[src/rtl/gen_bank_scheduler_pkg.sv]
// Shared types and constants for the generation bank scheduler: FSM states,
// bank indices and the phase-to-bank mapping helpers.
package gen_bank_scheduler_pkg;

  localparam int ADDR_W_DEF = 24;
  localparam int DATA_W_DEF = 32;

  localparam logic [1:0] PAIR0_EVO  = 2'd0;
  localparam logic [1:0] PAIR0_DISP = 2'd1;
  localparam logic [1:0] PAIR1_EVO  = 2'd2;
  localparam logic [1:0] PAIR1_DISP = 2'd3;

  typedef enum logic [2:0] {
    ST_IDLE    = 3'd0,
    ST_LOAD    = 3'd1,
    ST_READY   = 3'd2,
    ST_EVOLVE  = 3'd3,
    ST_WAIT_VB = 3'd4,
    ST_SWAP    = 3'd5
  } sched_state_e;

  // The source pair is pair 0 in phase 0 and pair 1 in phase 1.
  function automatic logic [1:0] src_evo_bank(input logic phase);
    return phase ? PAIR1_EVO : PAIR0_EVO;
  endfunction

  function automatic logic [1:0] src_disp_bank(input logic phase);
    return phase ? PAIR1_DISP : PAIR0_DISP;
  endfunction

  function automatic logic banks_valid(input sched_state_e st);
    return (st != ST_IDLE) && (st != ST_LOAD);
  endfunction

endpackage

[src/rtl/gen_bank_scheduler_bank_route_mux.sv]
// Combinational routing of the loader, round engine and VGA buses onto the
// four generation RAM ports, selected by the scheduler state and phase.
module bank_route_mux
  import gen_bank_scheduler_pkg::*;
#(
  parameter int ADDR_W = ADDR_W_DEF,
  parameter int DATA_W = DATA_W_DEF
) (
  input  sched_state_e      state_i,
  input  logic              phase_i,
  input  logic              load_init_i,
  input  logic              init_wren_i,
  input  logic [ADDR_W-1:0] init_addr_i,
  input  logic [DATA_W-1:0] init_wdata_i,
  input  logic              preset_wren_i,
  input  logic [ADDR_W-1:0] preset_addr_i,
  input  logic [DATA_W-1:0] preset_wdata_i,
  input  logic [ADDR_W-1:0] round_rd_addr_i,
  input  logic [ADDR_W-1:0] round_wr_addr_i,
  input  logic              round_wren_i,
  input  logic [DATA_W-1:0] round_wdata_i,
  input  logic [ADDR_W-1:0] vga_addr_i,
  output logic [ADDR_W-1:0] ram_addr_o  [4],
  output logic              ram_wren_o  [4],
  output logic              ram_rden_o  [4],
  output logic [DATA_W-1:0] ram_wdata_o [4]
);

  logic              ld_wren_s;
  logic [ADDR_W-1:0] ld_addr_s;
  logic [DATA_W-1:0] ld_wdata_s;

  // Pick the bus of whichever loader currently holds the grant.
  always_comb begin
    if (load_init_i) begin
      ld_wren_s  = init_wren_i;
      ld_addr_s  = init_addr_i;
      ld_wdata_s = init_wdata_i;
    end else begin
      ld_wren_s  = preset_wren_i;
      ld_addr_s  = preset_addr_i;
      ld_wdata_s = preset_wdata_i;
    end
  end

  for (genvar g = 0; g < 4; g++) begin : g_bank
    localparam logic [1:0] BANK = 2'(g);

    // Per-bank port selection from the registered state and phase.
    always_comb begin
      ram_addr_o[g]  = vga_addr_i;
      ram_wren_o[g]  = 1'b0;
      ram_rden_o[g]  = 1'b1;
      ram_wdata_o[g] = '0;
      case (state_i)
        ST_LOAD: begin
          ram_addr_o[g]  = ld_addr_s;
          ram_wren_o[g]  = ld_wren_s;
          ram_rden_o[g]  = 1'b0;
          ram_wdata_o[g] = ld_wdata_s;
        end
        ST_EVOLVE, ST_WAIT_VB, ST_SWAP: begin
          if (BANK == src_evo_bank(phase_i)) begin
            ram_addr_o[g] = round_rd_addr_i;
          end else if (BANK == src_disp_bank(phase_i)) begin
            ram_addr_o[g] = vga_addr_i;
          end else begin
            // Both destination copies receive the same round writes.
            ram_addr_o[g]  = round_wr_addr_i;
            ram_wren_o[g]  = round_wren_i;
            ram_rden_o[g]  = 1'b0;
            ram_wdata_o[g] = round_wdata_i;
          end
        end
        default: begin
          ram_addr_o[g] = vga_addr_i;
          ram_rden_o[g] = 1'b1;
        end
      endcase
    end
  end

endmodule

[src/rtl/gen_bank_scheduler.sv]
// Generation bank scheduler: owns the ping-pong phase, arbitrates the loaders,
// launches one round per tick and flips bank pairs only during vertical blank.
module gen_bank_scheduler
  import gen_bank_scheduler_pkg::*;
#(
  parameter int ADDR_W = ADDR_W_DEF,
  parameter int DATA_W = DATA_W_DEF,
  parameter int GEN_W  = 16
) (
  input  logic              clk,
  input  logic              rst,
  input  logic              init_req,
  input  logic              init_done,
  output logic              init_gnt,
  input  logic              init_wren,
  input  logic [ADDR_W-1:0] init_addr,
  input  logic [DATA_W-1:0] init_wdata,
  input  logic              preset_req,
  input  logic              preset_done,
  output logic              preset_gnt,
  input  logic              preset_wren,
  input  logic [ADDR_W-1:0] preset_addr,
  input  logic [DATA_W-1:0] preset_wdata,
  input  logic              run_en,
  input  logic              evo_tick,
  output logic              round_start,
  output logic              round_abort,
  input  logic              round_done,
  input  logic [ADDR_W-1:0] round_rd_addr,
  input  logic [ADDR_W-1:0] round_wr_addr,
  input  logic              round_wren,
  input  logic [DATA_W-1:0] round_wdata,
  output logic [DATA_W-1:0] round_rdata,
  input  logic              vblank,
  input  logic [ADDR_W-1:0] vga_addr,
  output logic [DATA_W-1:0] vga_rdata,
  output logic [ADDR_W-1:0] ram_addr  [4],
  output logic              ram_wren  [4],
  output logic              ram_rden  [4],
  output logic [DATA_W-1:0] ram_wdata [4],
  input  logic [DATA_W-1:0] ram_q     [4],
  output logic              phase,
  output logic [GEN_W-1:0]  gen_count,
  output logic              overrun
);

  sched_state_e     state_q, state_d, state_rd_q;
  logic             phase_q, phase_d, phase_rd_q;
  logic [GEN_W-1:0] gen_q, gen_d;
  logic             overrun_q, overrun_d;
  logic             init_gnt_q, init_gnt_d;
  logic             preset_gnt_q, preset_gnt_d;
  logic             start_q, start_d;
  logic             abort_q, abort_d;

  // Next-state, grant and pulse logic; init_req pre-empts every other event.
  always_comb begin
    state_d      = state_q;
    phase_d      = phase_q;
    gen_d        = gen_q;
    overrun_d    = overrun_q;
    init_gnt_d   = init_gnt_q;
    preset_gnt_d = preset_gnt_q;
    start_d      = 1'b0;
    abort_d      = 1'b0;
    if (init_req && (state_q != ST_LOAD)) begin
      state_d      = ST_LOAD;
      init_gnt_d   = 1'b1;
      preset_gnt_d = 1'b0;
      phase_d      = 1'b0;
      gen_d        = '0;
      overrun_d    = 1'b0;
      abort_d      = (state_q == ST_EVOLVE) || (state_q == ST_WAIT_VB);
    end else begin
      case (state_q)
        ST_IDLE: begin
          if (preset_req) begin
            state_d      = ST_LOAD;
            preset_gnt_d = 1'b1;
          end else begin
            state_d = ST_IDLE;
          end
        end
        ST_LOAD: begin
          if ((init_gnt_q && init_done) || (preset_gnt_q && preset_done)) begin
            state_d      = ST_READY;
            init_gnt_d   = 1'b0;
            preset_gnt_d = 1'b0;
          end else begin
            state_d = ST_LOAD;
          end
        end
        ST_READY: begin
          if (preset_req) begin
            state_d      = ST_LOAD;
            preset_gnt_d = 1'b1;
          end else if (run_en && evo_tick) begin
            state_d = ST_EVOLVE;
            start_d = 1'b1;
          end else begin
            state_d = ST_READY;
          end
        end
        ST_EVOLVE: begin
          if (round_done) begin
            state_d = ST_WAIT_VB;
          end else begin
            state_d = ST_EVOLVE;
          end
        end
        ST_WAIT_VB: begin
          if (vblank) begin
            state_d = ST_SWAP;
          end else begin
            state_d = ST_WAIT_VB;
          end
        end
        ST_SWAP: begin
          state_d = ST_READY;
          phase_d = ~phase_q;
          gen_d   = gen_q + {{(GEN_W-1){1'b0}}, 1'b1};
        end
        default: begin
          state_d = ST_IDLE;
        end
      endcase
      // A tick while a round is still in flight is dropped, not queued.
      if (evo_tick && (state_q inside {ST_EVOLVE, ST_WAIT_VB, ST_SWAP})) begin
        overrun_d = 1'b1;
      end else begin
        overrun_d = overrun_d;
      end
    end
  end

  // State registers plus the one-cycle-delayed read-data select.
  always_ff @(posedge clk) begin
    if (rst) begin
      state_q      <= ST_IDLE;
      phase_q      <= 1'b0;
      gen_q        <= '0;
      overrun_q    <= 1'b0;
      init_gnt_q   <= 1'b0;
      preset_gnt_q <= 1'b0;
      start_q      <= 1'b0;
      abort_q      <= 1'b0;
      state_rd_q   <= ST_IDLE;
      phase_rd_q   <= 1'b0;
    end else begin
      state_q      <= state_d;
      phase_q      <= phase_d;
      gen_q        <= gen_d;
      overrun_q    <= overrun_d;
      init_gnt_q   <= init_gnt_d;
      preset_gnt_q <= preset_gnt_d;
      start_q      <= start_d;
      abort_q      <= abort_d;
      state_rd_q   <= state_q;
      phase_rd_q   <= phase_q;
    end
  end

  bank_route_mux #(
    .ADDR_W(ADDR_W),
    .DATA_W(DATA_W)
  ) u_route (
    .state_i        (state_q),
    .phase_i        (phase_q),
    .load_init_i    (init_gnt_q),
    .init_wren_i    (init_wren),
    .init_addr_i    (init_addr),
    .init_wdata_i   (init_wdata),
    .preset_wren_i  (preset_wren),
    .preset_addr_i  (preset_addr),
    .preset_wdata_i (preset_wdata),
    .round_rd_addr_i(round_rd_addr),
    .round_wr_addr_i(round_wr_addr),
    .round_wren_i   (round_wren),
    .round_wdata_i  (round_wdata),
    .vga_addr_i     (vga_addr),
    .ram_addr_o     (ram_addr),
    .ram_wren_o     (ram_wren),
    .ram_rden_o     (ram_rden),
    .ram_wdata_o    (ram_wdata)
  );

  assign round_rdata = ram_q[src_evo_bank(phase_rd_q)];
  assign vga_rdata   = banks_valid(state_rd_q) ? ram_q[src_disp_bank(phase_rd_q)] : '0;

  assign init_gnt    = init_gnt_q;
  assign preset_gnt  = preset_gnt_q;
  assign round_start = start_q;
  assign round_abort = abort_q;
  assign phase       = phase_q;
  assign gen_count   = gen_q;
  assign overrun     = overrun_q;

endmodule

[config.mk]
export PLATFORM = sky130hd
export DESIGN_NAME = gen_bank_scheduler
export DESIGN_NICKNAME = d
export VERILOG_FILES = /design/src/rtl/gen_bank_scheduler_pkg.sv /design/src/rtl/gen_bank_scheduler_bank_route_mux.sv /design/src/rtl/gen_bank_scheduler.sv
export SDC_FILE = /design/constraint.sdc
export NUM_CORES = 1
export LEC_CHECK = 0
export ABC_AREA = 1
export CAP_MARGIN = 20
export CORE_AREA = 2 2 260 262
export CTS_CLUSTER_DIAMETER = 120
export DETAILED_ROUTE_END_ITERATION = 6
export DIE_AREA = 0 0 262 264
export PLACE_DENSITY = 0.45
export SYNTH_ARGS = -nofsm -noshare
export SYNTH_HDL_FRONTEND = slang
export SYNTH_SLANG_ARGS = --single-unit
[constraint.sdc]
create_clock -name clk -period 3.6 [get_ports clk]
set_input_delay 0.72 -clock clk [delete_from_list [all_inputs] [get_ports clk]]
set_output_delay 0.72 -clock clk [all_outputs]
set_load 0.02 [all_outputs]
-- After elaboration in Yosys (flattened, before gate mapping)
Cells that the tools add are included.
- reduce and logical (&&, ||, !) cells: 23
- shift operators: 0
- multipliers: 0
- order comparisons: 2
- mux-type cells: 76
- eq/ne operators: 15
- divide/modulo/power cells: 0
- bitwise gates (word level): 5
- $add $sub $neg: 1
- operators with widths (operator ; number):
    $mux W32 ; 14
    $pmux W32 S2 ; 4
    $mux W24 ; 9
    $pmux W24 S2 ; 4
    $bmux W32 S2 ; 2
    $mux W1 ; 26
    $pmux W1 S2 ; 9
    $pmux W3 S6 ; 1
    $add A16 B1 Y16 const B ; 1
    $mux W2 ; 6
    $eq A2 B2 Y1 const A ; 4
    $eq A3 B2 Y1 const B ; 2
    $eq A3 B3 Y1 const B ; 2
    $ge A3 B3 Y1 const B ; 2
    $logic_and A1 B1 Y1 ; 6
    $ne A3 B1 Y1 const B ; 2
    $not A2 Y3 ; 2
    $reduce_bool A2 Y1 ; 3
    $reduce_bool A3 Y1 ; 2
    $reduce_or A2 Y1 ; 3
    $eq A1 B2 Y1 const A ; 2
    $logic_not A2 Y1 ; 2
    $reduce_or A4 Y1 ; 1
    $eq A3 B1 Y1 const B ; 1
    other kinds (9) ; 12
- memories kept: 0
- output and inout port bits: 318
- register bits: 29
- input port bits: 357
- ROM bits: 0
- bits in writable memories: 0
- logic and storage cells: 133
- bits in latches: 0

-- Depth between registers and ports, before layout
Gate-level depths: netlist of the first run.
- word-level depth: 6
- gate-level depth with buffers: 10
- gate-level depth less buffers: 8

-- Cells and area by module
Synthesis of the first run repeated with hierarchy kept, for this count alone.
- cell total of the unflattened synthesis: 1357
- area, all modules: 6422.4 um2
- by module, submodules not included (module ; times used ; area an instance (um2) ; cells each ; seq. area each (um2)):
    bank_route_mux ; 1 ; 4244.1 ; 961 ; 0.0
    gen_bank_scheduler ; 1 ; 2178.3 ; 396 ; 560.5

-- Worst setup path after synthesis of the first run
No wires, ideal clock.
- kind: register to output
- start: register state_q[0]
- end: output port ram_wdata[100] in the netlist's numbering
- required time: 2880 ps
- setup slack: 983 ps
- data arrival time: 1897 ps
- cell stages (with the launch flop): 10
- cell sequence: dfxtp_1 buf_2 nand3_2 inv_4 nor2_8 inv_4 nand2_2 buf_2 o21ai_0 buf_4
- RTL lines (element ; line ; RTL):
    start, declared ; gen_bank_scheduler.sv:47 ; sched_state_e state_q, state_d, state_rd_q;
    start signal, assigned ; gen_bank_scheduler.sv:150 ; state_q <= state_d;
    end, declared ; gen_bank_scheduler.sv:40 ; output logic [DATA_W-1:0] ram_wdata [4],

==> impl_metrics.toml, run 1 <==
[critical_path]
required_ns = 2.88
start_kind = "flip-flop"
worstSetupPathType = "reg -> out"
crit_fanout = 23
path_common_cell = "inv_4"
crit_family = "buffers and inverters"
worstSetupEndpointType = "primary output"
crit_arrival_ns = 2.72
critPathMaxStageDelay_ns = 0.69
cp.buffers_inverters = 4
path_cells = "nand3_2 -> inv_4 -> nor2_8 -> inv_4 -> nand2_2 -> buf_4 -> o21ai_0 -> clkdlybuf4s50_1"
r2r_slack_ns = 1.65
crit_slowest_cell = "clkdlybuf4s50_1"

[clock_tree]
cts-buffers-inserted = 3
clock_latency_ns = 0.27
cts_root_buf = "clkbuf_16"
htreeDepth = 1
post-cts-setup-buffers = 0
path_clk_slew_ns = 0.08
cts_tree = "built"
clk_path_buf_depth = 2
clkSinkCount = 28

[drt]
drc_errors = 0
drt-pass1-iter-count = 5
routed_wl_mm = 54.11
dr_wl_met3_mm = 4.531
viasPerCell = 3.728
drt_iter0_drc = 554
wl_met1_mm = 20.72
ant_nets = 0
wl_per_cell_um = 20.64
dr_total_vias = 9775
top_layer = "met5"
met2WireLength_mm = 27.01

[timing]
skew_ns = 0.01340
rsz0062_at_grt = "no"
worst_hold_slack_ns = 0.5054
max_freq_mhz = 290.4
final_hold_viol_count = 0
layout_min_cycle_time_ns = 3.443
slew_headroom_pct = 59.06
finalSetupViolations = 0
worst_slew_pin_slew_ns = 0.6077
post-route-period-util_pct = 95.64
tns_ns = 0
maxSlewViolCount = 0

[synthesis]
ys_seq_area_share_pct = 9.483
synthFlopType = "dfxtp_1"
synth.most_common_cell = "nand2_1"
syn_avg_cell_area_sq_um = 5.078
yosysWarnings = 0
syn_nets = 1522
ys_seq_elements = 28
ys_types = 33
synth_area_leader_cell = "nand2_1"
synth_edf_count = 0
synthTopCellsByCount = "nand2_1, a21oi_1, inv_1, o21ai_0, buf_4"
synthDominantCellAreaShare_pct = 35.06
synth.area.top_cells = "nand2_1, dfxtp_1, buf_4"
postSynth.asyncResetShare_pct = 0
syn-cell-area_sq_mm = 0.005911
syn_inst = 1164

[grt]
grt.total_usage_pct = 14.35
grt_pass1_vias = 9730
antenna_found_initial = 11
grt_pass1_wl_mm = 71.35
overflow = 0
grt_max_degree = 65

[floorplanning]
io_pins = 675
die_h_um = 264
placeableCoreArea_sq_mm = 0.06656
dieArea_sq_mm = 0.06917
die_width_um = 262
rows = 95
initial_utilization_pct = 8.880

[pwr]
p_int_mw = 1.587
seq_power_share_pct = 11.2
p_sw_mw = 1.282
p_leak_nw = 5.690
total_power_mw = 2.869
p_sw_share_pct = 44.70
p_per_area_mw_per_mm2 = 214.0
pwr-share-clk_pct = 11.5
irDropWorstVdd_mv = 0.1550
p_comb_share_pct = 77.3

[final_layout]
drive_above_1_share_pct = 9.096
fin_area_sq_mm = 0.01341
n_fill_cell = 7557
syn2layout_area_growth_pct = 126.8
final_nets = 2107

[place]
placed_area_sq_mm = 0.01330
portBuffers = 674
dp_hpwl_mm = 46.56
place_congestion = 0.8828

[outcome]
status = "completed"

[hold_path]
min_path_type = "reg -> reg"

[job]
drv_cap = 0
==> worst min-delay path: stages (launching register included) <==
cell and delay (ns):
dfxtp_1 0.32, nor2_1 0.10, nor2_1 0.05
==> sequential cells by signal (all words and copies together) (netlist names) <==
name and cells:
round_abort 1, round_start 1, overrun 1, init_gnt 1, state_q 3, phase 1
gen_count 16, state_rd_q 2, phase_rd_q 1, preset_gnt 1
==> through the flow <==
stage | util (%) | instances | worst slack, ns
3_3_place_gp | 19.97 | 2617 | 0.1928
3_5_place_dp | 19.97 | 2617 | 0.2249
2_1_floorplan | - | 1164 | 0.9834
5_1_grt | 20.14 | 2622 | 0.003096
4_1_cts | 20.13 | 2621 | 0.004997
6_report | 20.14 | 2622 | 0.1569
==> what timing repair did <==
item                                    CTS  global route
hold buffers                              0             0
endpoints found under the setup margin    0             5
endpoints found under the hold margin     0             0
resized for setup                         0             4
==> metal layers <==
metal / global-route usage (%) / vias up
met4: 4.382 / 12
met3: 3.972 / 46
met5: 0 / -
li1: - / 4815
met2: 26.49 / 438
met1: 15.70 / 4464
==> kinds of logic after synthesis <==
family	count (synthesis)	synth area share [%]
and+or+nand+nor	667	45.89
adders and majority gates	1	0.2117
buffers and inverters	226	19.73
AOI/OAI and AO/OA	240	24.39
xor gates and xnor gates	2	0.2964
DFF	28	9.484
==> path summary, 6_finish.rpt <==
kind / startpoint / endpoint / cells after the start
max: state_q[0]$_SDFF_PP0_ / ram_wdata[65] / 8
min: gen_count[15]$_SDFFE_PP0P_ / gen_count[15]$_SDFFE_PP0P_ / 2
max reg2reg: state_q[0]$_SDFF_PP0_ / gen_count[5]$_SDFFE_PP0P_ / 7
min reg2reg: gen_count[15]$_SDFFE_PP0P_ / gen_count[15]$_SDFFE_PP0P_ / 2
==> area by class of cell <==
| type | count | area, sq um | area share [%] |
|---|---|---|---|
| Timing Repair Buffer | 719 | 7117 | 53.08 |
| Multi-Input combinational cell | 910 | 4192 | 31.26 |
| Tap cell | 873 | 1092 | 8.147 |
| Antenna cell | 1 | 2.502 | 0.01866 |
| Sequential cell | 28 | 566.8 | 4.227 |
| Inverter | 87 | 332.8 | 2.482 |
| Clock buffer | 3 | 75.07 | 0.5599 |
| Clock inverter | 1 | 30.03 | 0.2240 |
==> placed cells by master (no fill, tap or decap), types with 3 or more instances in the layout <==
| cell type | Yosys | final |
|---|---|---|
| nand2_1 | 552 | 552 |
| a21oi_2 | 9 | 9 |
| o211ai_2 | 10 | 10 |
| o211ai_1 | 38 | 38 |
| or2_2 | 48 | 48 |
| buf_4 | 68 | 62 |
| buf_12 | 0 | 7 |
| nand4_1 | 11 | 11 |
| clkbuf_16 | 0 | 3 |
| inv_2 | 3 | 5 |
| o21ai_1 | 1 | 3 |
| a31oi_1 | 25 | 25 |
| dfxtp_1 | 28 | 25 |
| nand2_2 | 3 | 3 |
| o21ai_0 | 70 | 68 |
| clkdlybuf4s50_1 | 0 | 648 |
| inv_1 | 81 | 79 |
| nor2_1 | 33 | 32 |
| a21oi_1 | 85 | 85 |
| nand3_1 | 11 | 11 |
| nor3_1 | 4 | 4 |
==> power groups by stage <==
stage	Clock, mW	Sequential [mW]	Combinational [mW]
final	0.331	0.321	2.22
after global routing	0.356	0.321	2.36
after CTS	0.341	0.321	2.26
after detailed placement	0	0.328	2.25
after global placement	0	0.327	2.26
after floorplan	0	0.326	0.944
(Power assumes the default switching activity.)
==> run 2: changes to the inputs <==
--- a/config.mk
+++ b/config.mk
@@ -7,11 +7,12 @@
 export LEC_CHECK = 0
 export ABC_AREA = 1
 export CAP_MARGIN = 20
-export CORE_AREA = 2 2 260 262
+export CORE_AREA = 2 2 266 268
 export CTS_CLUSTER_DIAMETER = 120
 export DETAILED_ROUTE_END_ITERATION = 6
-export DIE_AREA = 0 0 262 264
-export PLACE_DENSITY = 0.45
+export DIE_AREA = 0 0 268 270
+export PLACE_DENSITY = 0.44
+export REMOVE_ABC_BUFFERS = 1
 export SYNTH_ARGS = -nofsm -noshare
 export SYNTH_HDL_FRONTEND = slang
 export SYNTH_SLANG_ARGS = --single-unit
==> constraint.sdc (replaced) <==
create_clock -name clk -period 3.86 [get_ports clk]
set_input_delay 0.772 -clock clk [delete_from_list [all_inputs] [get_ports clk]]
set_output_delay 0.772 -clock clk [all_outputs]
set_load 0.01 [all_outputs]
==> impl_metrics.toml, run 2 (synthesis gave the netlist of run 1 again) <==
[outcome]
status = "completed"

[critical_path]
critPathMaxStageDelay_ns = 0.66
start_kind = "flip-flop"
path_common_cell = "inv_4"
worstSetupPathType = "reg -> out"
crit_fanout = 32
cp.buffers_inverters = 3
crit_family = "buffers and inverters"
worstSetupEndpointType = "primary output"
crit_slowest_cell = "clkdlybuf4s50_1"
required_ns = 3.09
crit_arrival_ns = 3.00
path_cells = "nand3_2 -> inv_4 -> nor2_8 -> inv_4 -> nand2_2 -> o21ai_0 -> clkdlybuf4s50_1"

[timing]
maxSlewViolCount = 0
worst_slew_pin_slew_ns = 0.8187
layout_min_cycle_time_ns = 3.773
rsz0062_at_grt = "no"
final_hold_viol_count = 0
post-route-period-util_pct = 97.74
slew_headroom_pct = 45.42
finalSetupViolations = 0
max_freq_mhz = 265.1
skew_ns = 0.005944

[floorplanning]
rows = 97
die_width_um = 268
die_h_um = 270
initial_utilization_pct = 8.499
io_pins = 675
placeableCoreArea_sq_mm = 0.06954
dieArea_sq_mm = 0.07236

[hold_path]
min_path_type = "reg -> reg"

[drt]
dr_total_vias = 9549
drt_iter0_drc = 580
viasPerCell = 3.576
wl_per_cell_um = 18.65
ant_nets = 0
drc_errors = 0
drt-pass1-iter-count = 5
routed_wl_mm = 49.80

[grt]
grt_pass1_wl_mm = 67.72
antenna_found_initial = 8
grt_pass1_vias = 9311
grt.total_usage_pct = 12.80
grt_max_degree = 75
overflow = 0

[pwr]
irDropWorstVdd_mv = 0.1863
p_leak_nw = 5.543
p_per_area_mw_per_mm2 = 181.7

[place]
dp.cells = 2662
placed_area_sq_mm = 0.01330
dp_hpwl_mm = 42.15
portBuffers = 674
place_congestion = 1.033

[clock_tree]
clkSinkCount = 28
cts_root_buf = "clkbuf_16"
htreeDepth = 1
cts-buffers-inserted = 3
path_clk_slew_ns = 0.08
clock_latency_ns = 0.27
cts_tree = "built"
clk_path_buf_depth = 2

[final_layout]
final_common_cell = "clkdlybuf4s50_1"
largest_reg_flops = 16
syn2layout_area_growth_pct = 127.1
fin_cells = 2670
final_nets = 2085
drive_above_1_share_pct = 6.779
layout_common_cells = "clkdlybuf4s50_1, nand2_1, a21oi_1"
fin_area_sq_mm = 0.01342

[job]
drv_cap = 0
[run 2: where the power goes]
group          switching [mW]  internal (mW)  total (mW)
Clock                   0.108          0.207       0.315
Sequential            0.00566          0.292       0.298
Combinational           0.843          0.983        1.83
Total                   0.957           1.48        2.44
[run 2: cell type report]
cell class,instances,area (sq um)
Multi-Input combinational cell,910,4187
Clock inverter,1,30.03
Inverter,87,334.1
Sequential cell,28,564.3
Tap cell,940,1176
Timing Repair Buffer,697,7044
Clock buffer,3,75.07
Antenna cell,4,10.01
Fill cell,7861,56120
[run 2: worst paths after layout]
check | from | endpoint | slack [ns] | depth (start not counted)
worst max register to register | state_q[1]$_SDFF_PP0_ | preset_gnt$_SDFFE_PP0P_ | 1.72 | 8
worst min-delay path | gen_count[15]$_SDFFE_PP0P_ | gen_count[15]$_SDFFE_PP0P_ | 0.51 | 2
worst min register to register | gen_count[15]$_SDFFE_PP0P_ | gen_count[15]$_SDFFE_PP0P_ | 0.51 | 2
worst max-delay path | state_q[0]$_SDFF_PP0_ | ram_wdata[44] | 0.09 | 7
[run 2: timing repair]
item	4_1_cts	5_1_grt
setup buffers	0	0
hold buffers	0	0
endpoints found under the setup margin	0	3
gates resized for setup	0	2
[run 2: through the flow]
step                      util (%)  setup WS (ns)  TNS [ns]  power [mW]  hold slack [ns]
after global routing         19.28       0.009632         0       2.582           0.5313
after detailed placement     19.13         0.1269         0       2.136           0.4956
after global placement       19.13         0.1222         0       2.143           0.4569
after floorplan                  -        -0.5400    -44.25      0.8360           0.4955
after CTS                    19.28        0.07073         0       2.460           0.5144
final                        19.30        0.08724         0       2.439           0.5098
[run 2: layer usage]
layer / share of wire, % / vias up / wire, um / track usage (%)
met1: 45 / 4361 / 22500 / 17.00
met2: 44 / 367 / 21990 / 20.09
li1: - / 4773 / - / -
met5: 0.10 / - / 50 / 0
met3: 9.4 / 40 / 4696 / 4.896
met4: 1.1 / 8 / 561 / 1.397
[run 2: tightest hold or removal path: stages (launching register included)]
cell     delay (ns)
dfxtp_1        0.33
nor2_1         0.10
nor2_1         0.05
==> run 3: changes to the inputs <==
--- a/config.mk
+++ b/config.mk
@@ -9,9 +9,9 @@
 export CAP_MARGIN = 20
 export CORE_AREA = 2 2 266 268
 export CTS_CLUSTER_DIAMETER = 120
+export CTS_CLUSTER_SIZE = 25
 export DETAILED_ROUTE_END_ITERATION = 6
 export DIE_AREA = 0 0 268 270
-export PLACE_DENSITY = 0.44
 export REMOVE_ABC_BUFFERS = 1
 export SYNTH_ARGS = -nofsm -noshare
 export SYNTH_HDL_FRONTEND = slang
==> impl_metrics.toml, run 3 (synthesis gave the netlist of run 1 again) <==
[floorplanning]
initial_utilization_pct = 8.499
io_pins = 675
die_width_um = 268
placeableCoreArea_sq_mm = 0.06954
rows = 97
dieArea_sq_mm = 0.07236
die_h_um = 270

[drt]
viasPerCell = 3.476
wl_per_cell_um = 16.18
drt_iter0_drc = 444
drc_errors = 0
drt-pass1-iter-count = 5
routed_wl_mm = 43.32
ant_nets = 0
dr_total_vias = 9305

[clock_tree]
cts_tree = "built"
cts-buffers-inserted = 3
path_clk_slew_ns = 0.07
holdBufCountCts = 0
clkSinkCount = 28
cts_root_buf = "clkbuf_16"
htreeDepth = 1
clk_path_buf_depth = 2
clock_latency_ns = 0.26

[critical_path]
start_kind = "flip-flop"
worstSetupPathType = "reg -> out"
r2r_slack_ns = 1.70
crit_arrival_ns = 2.92
crit_fanout = 17
required_ns = 3.09
r2r_cells = 8
worstSetupEndpointType = "primary output"

[place]
portBuffers = 674
place_congestion = 0.9763
dp_hpwl_mm = 36.84
dp_slack_ns = 0.2322
placed_area_sq_mm = 0.01331
dp.cells = 2668

[pwr]
total_power_mw = 2.383
p_per_area_mw_per_mm2 = 177.5
irDropWorstVdd_mv = 0.2056
p_leak_nw = 5.549

[grt]
grt_pass1_wl_mm = 59.52
grt_max_degree = 53
grt_pass1_vias = 8781
grt.total_usage_pct = 11.02
antenna_found_initial = 6
overflow = 0

[final_layout]
largest_reg_flops = 16
fin_cells = 2677
syn2layout_area_growth_pct = 127.2
area.sequential_sq_um = 564.3
n_fill_cell = 7961
final_common_cell = "clkdlybuf4s50_1"
final_nets = 2092
fin_area_sq_mm = 0.01343
multi_input_area_sq_mm = 0.004187
layout_common_cells = "clkdlybuf4s50_1, nand2_1, a21oi_1"
drive_above_1_share_pct = 6.982

[timing]
worst_slew_pin_slew_ns = 0.8003
skew_ns = 0.003808
finalSetupViolations = 0
maxSlewViolCount = 0
slew_headroom_pct = 46.09
post-route-period-util_pct = 95.55
layout_min_cycle_time_ns = 3.688
setup_ws_ns = 0.1717
rsz0062_at_grt = "no"
final_hold_viol_count = 0
tns_ns = 0
max_freq_mhz = 271.1

[hold_path]
min_path_type = "reg -> reg"
holdPathStages = 2

[job]
drv_cap = 0

[outcome]
status = "completed"
[run 3: cell count changes in the layout (fill, tap and decap cells not counted), sizes merged]
cell,before,now
clkbuf,3,4
inv,84,85
clkdlybuf4s50,669,672
buf,28,31
clkinv,3,2
[run 3: timing repair]
item | CTS | global route
buffers inserted | 0 | 0
endpoints found under the setup margin | 0 | 1
resized for setup | 0 | 1
endpoints found under the hold margin | 0 | 0
[run 3: final timing paths]
path | to | from
setup / recovery | ram_wdata[73] | state_q[0]$_SDFF_PP0_
hold / removal | overrun$_SDFFE_PP0P_ | overrun$_SDFFE_PP0P_
hold reg to reg | overrun$_SDFFE_PP0P_ | overrun$_SDFFE_PP0P_
setup reg to reg | gen_count[5]$_SDFFE_PP0P_ | state_q[1]$_SDFF_PP0_
[run 3: critical path, stage by stage, from the launching register on]
cell and delay (ns):
dfxtp_1 0.48, nand3_2 0.21, inv_4 0.16, nor2_8 0.07
inv_4 0.06, nand2_2 0.11, buf_4 0.23, o21ai_0 0.64
clkdlybuf4s50_1 0.68
[run 3: where the power goes]
part,internal (mW),switching (mW)
combinational,0.980,0.792
sequential,0.293,0.00696
clock,0.207,0.105
[run 3: final cells by class]
class                           instances  area share, %
Clock inverter                          1         0.2237
Tap cell                              940          8.760
Timing Repair Buffer                  704          52.52
Clock buffer                            3         0.5591
Multi-Input combinational cell        910          31.18
Inverter                               87          2.479
Antenna cell                            4        0.07455
Sequential cell                        28          4.203
[run 3: routing by layer]
layer	up-vias	routed length, um	track usage (%)
li1	4783	-	-
met1	4138	19940	15.09
met2	368	18940	17.14
met3	14	4308	3.948
met4	2	125	0.4263
met5	-	13	1.486
[run 3: stage by stage]
step           hold WS [ns]  util, %
2_1_floorplan        0.4955        -
3_3_place_gp         0.4505    19.13
3_5_place_dp         0.4643    19.13
4_1_cts              0.4932    19.29
5_1_grt              0.5283    19.30
6_report             0.4913    19.31
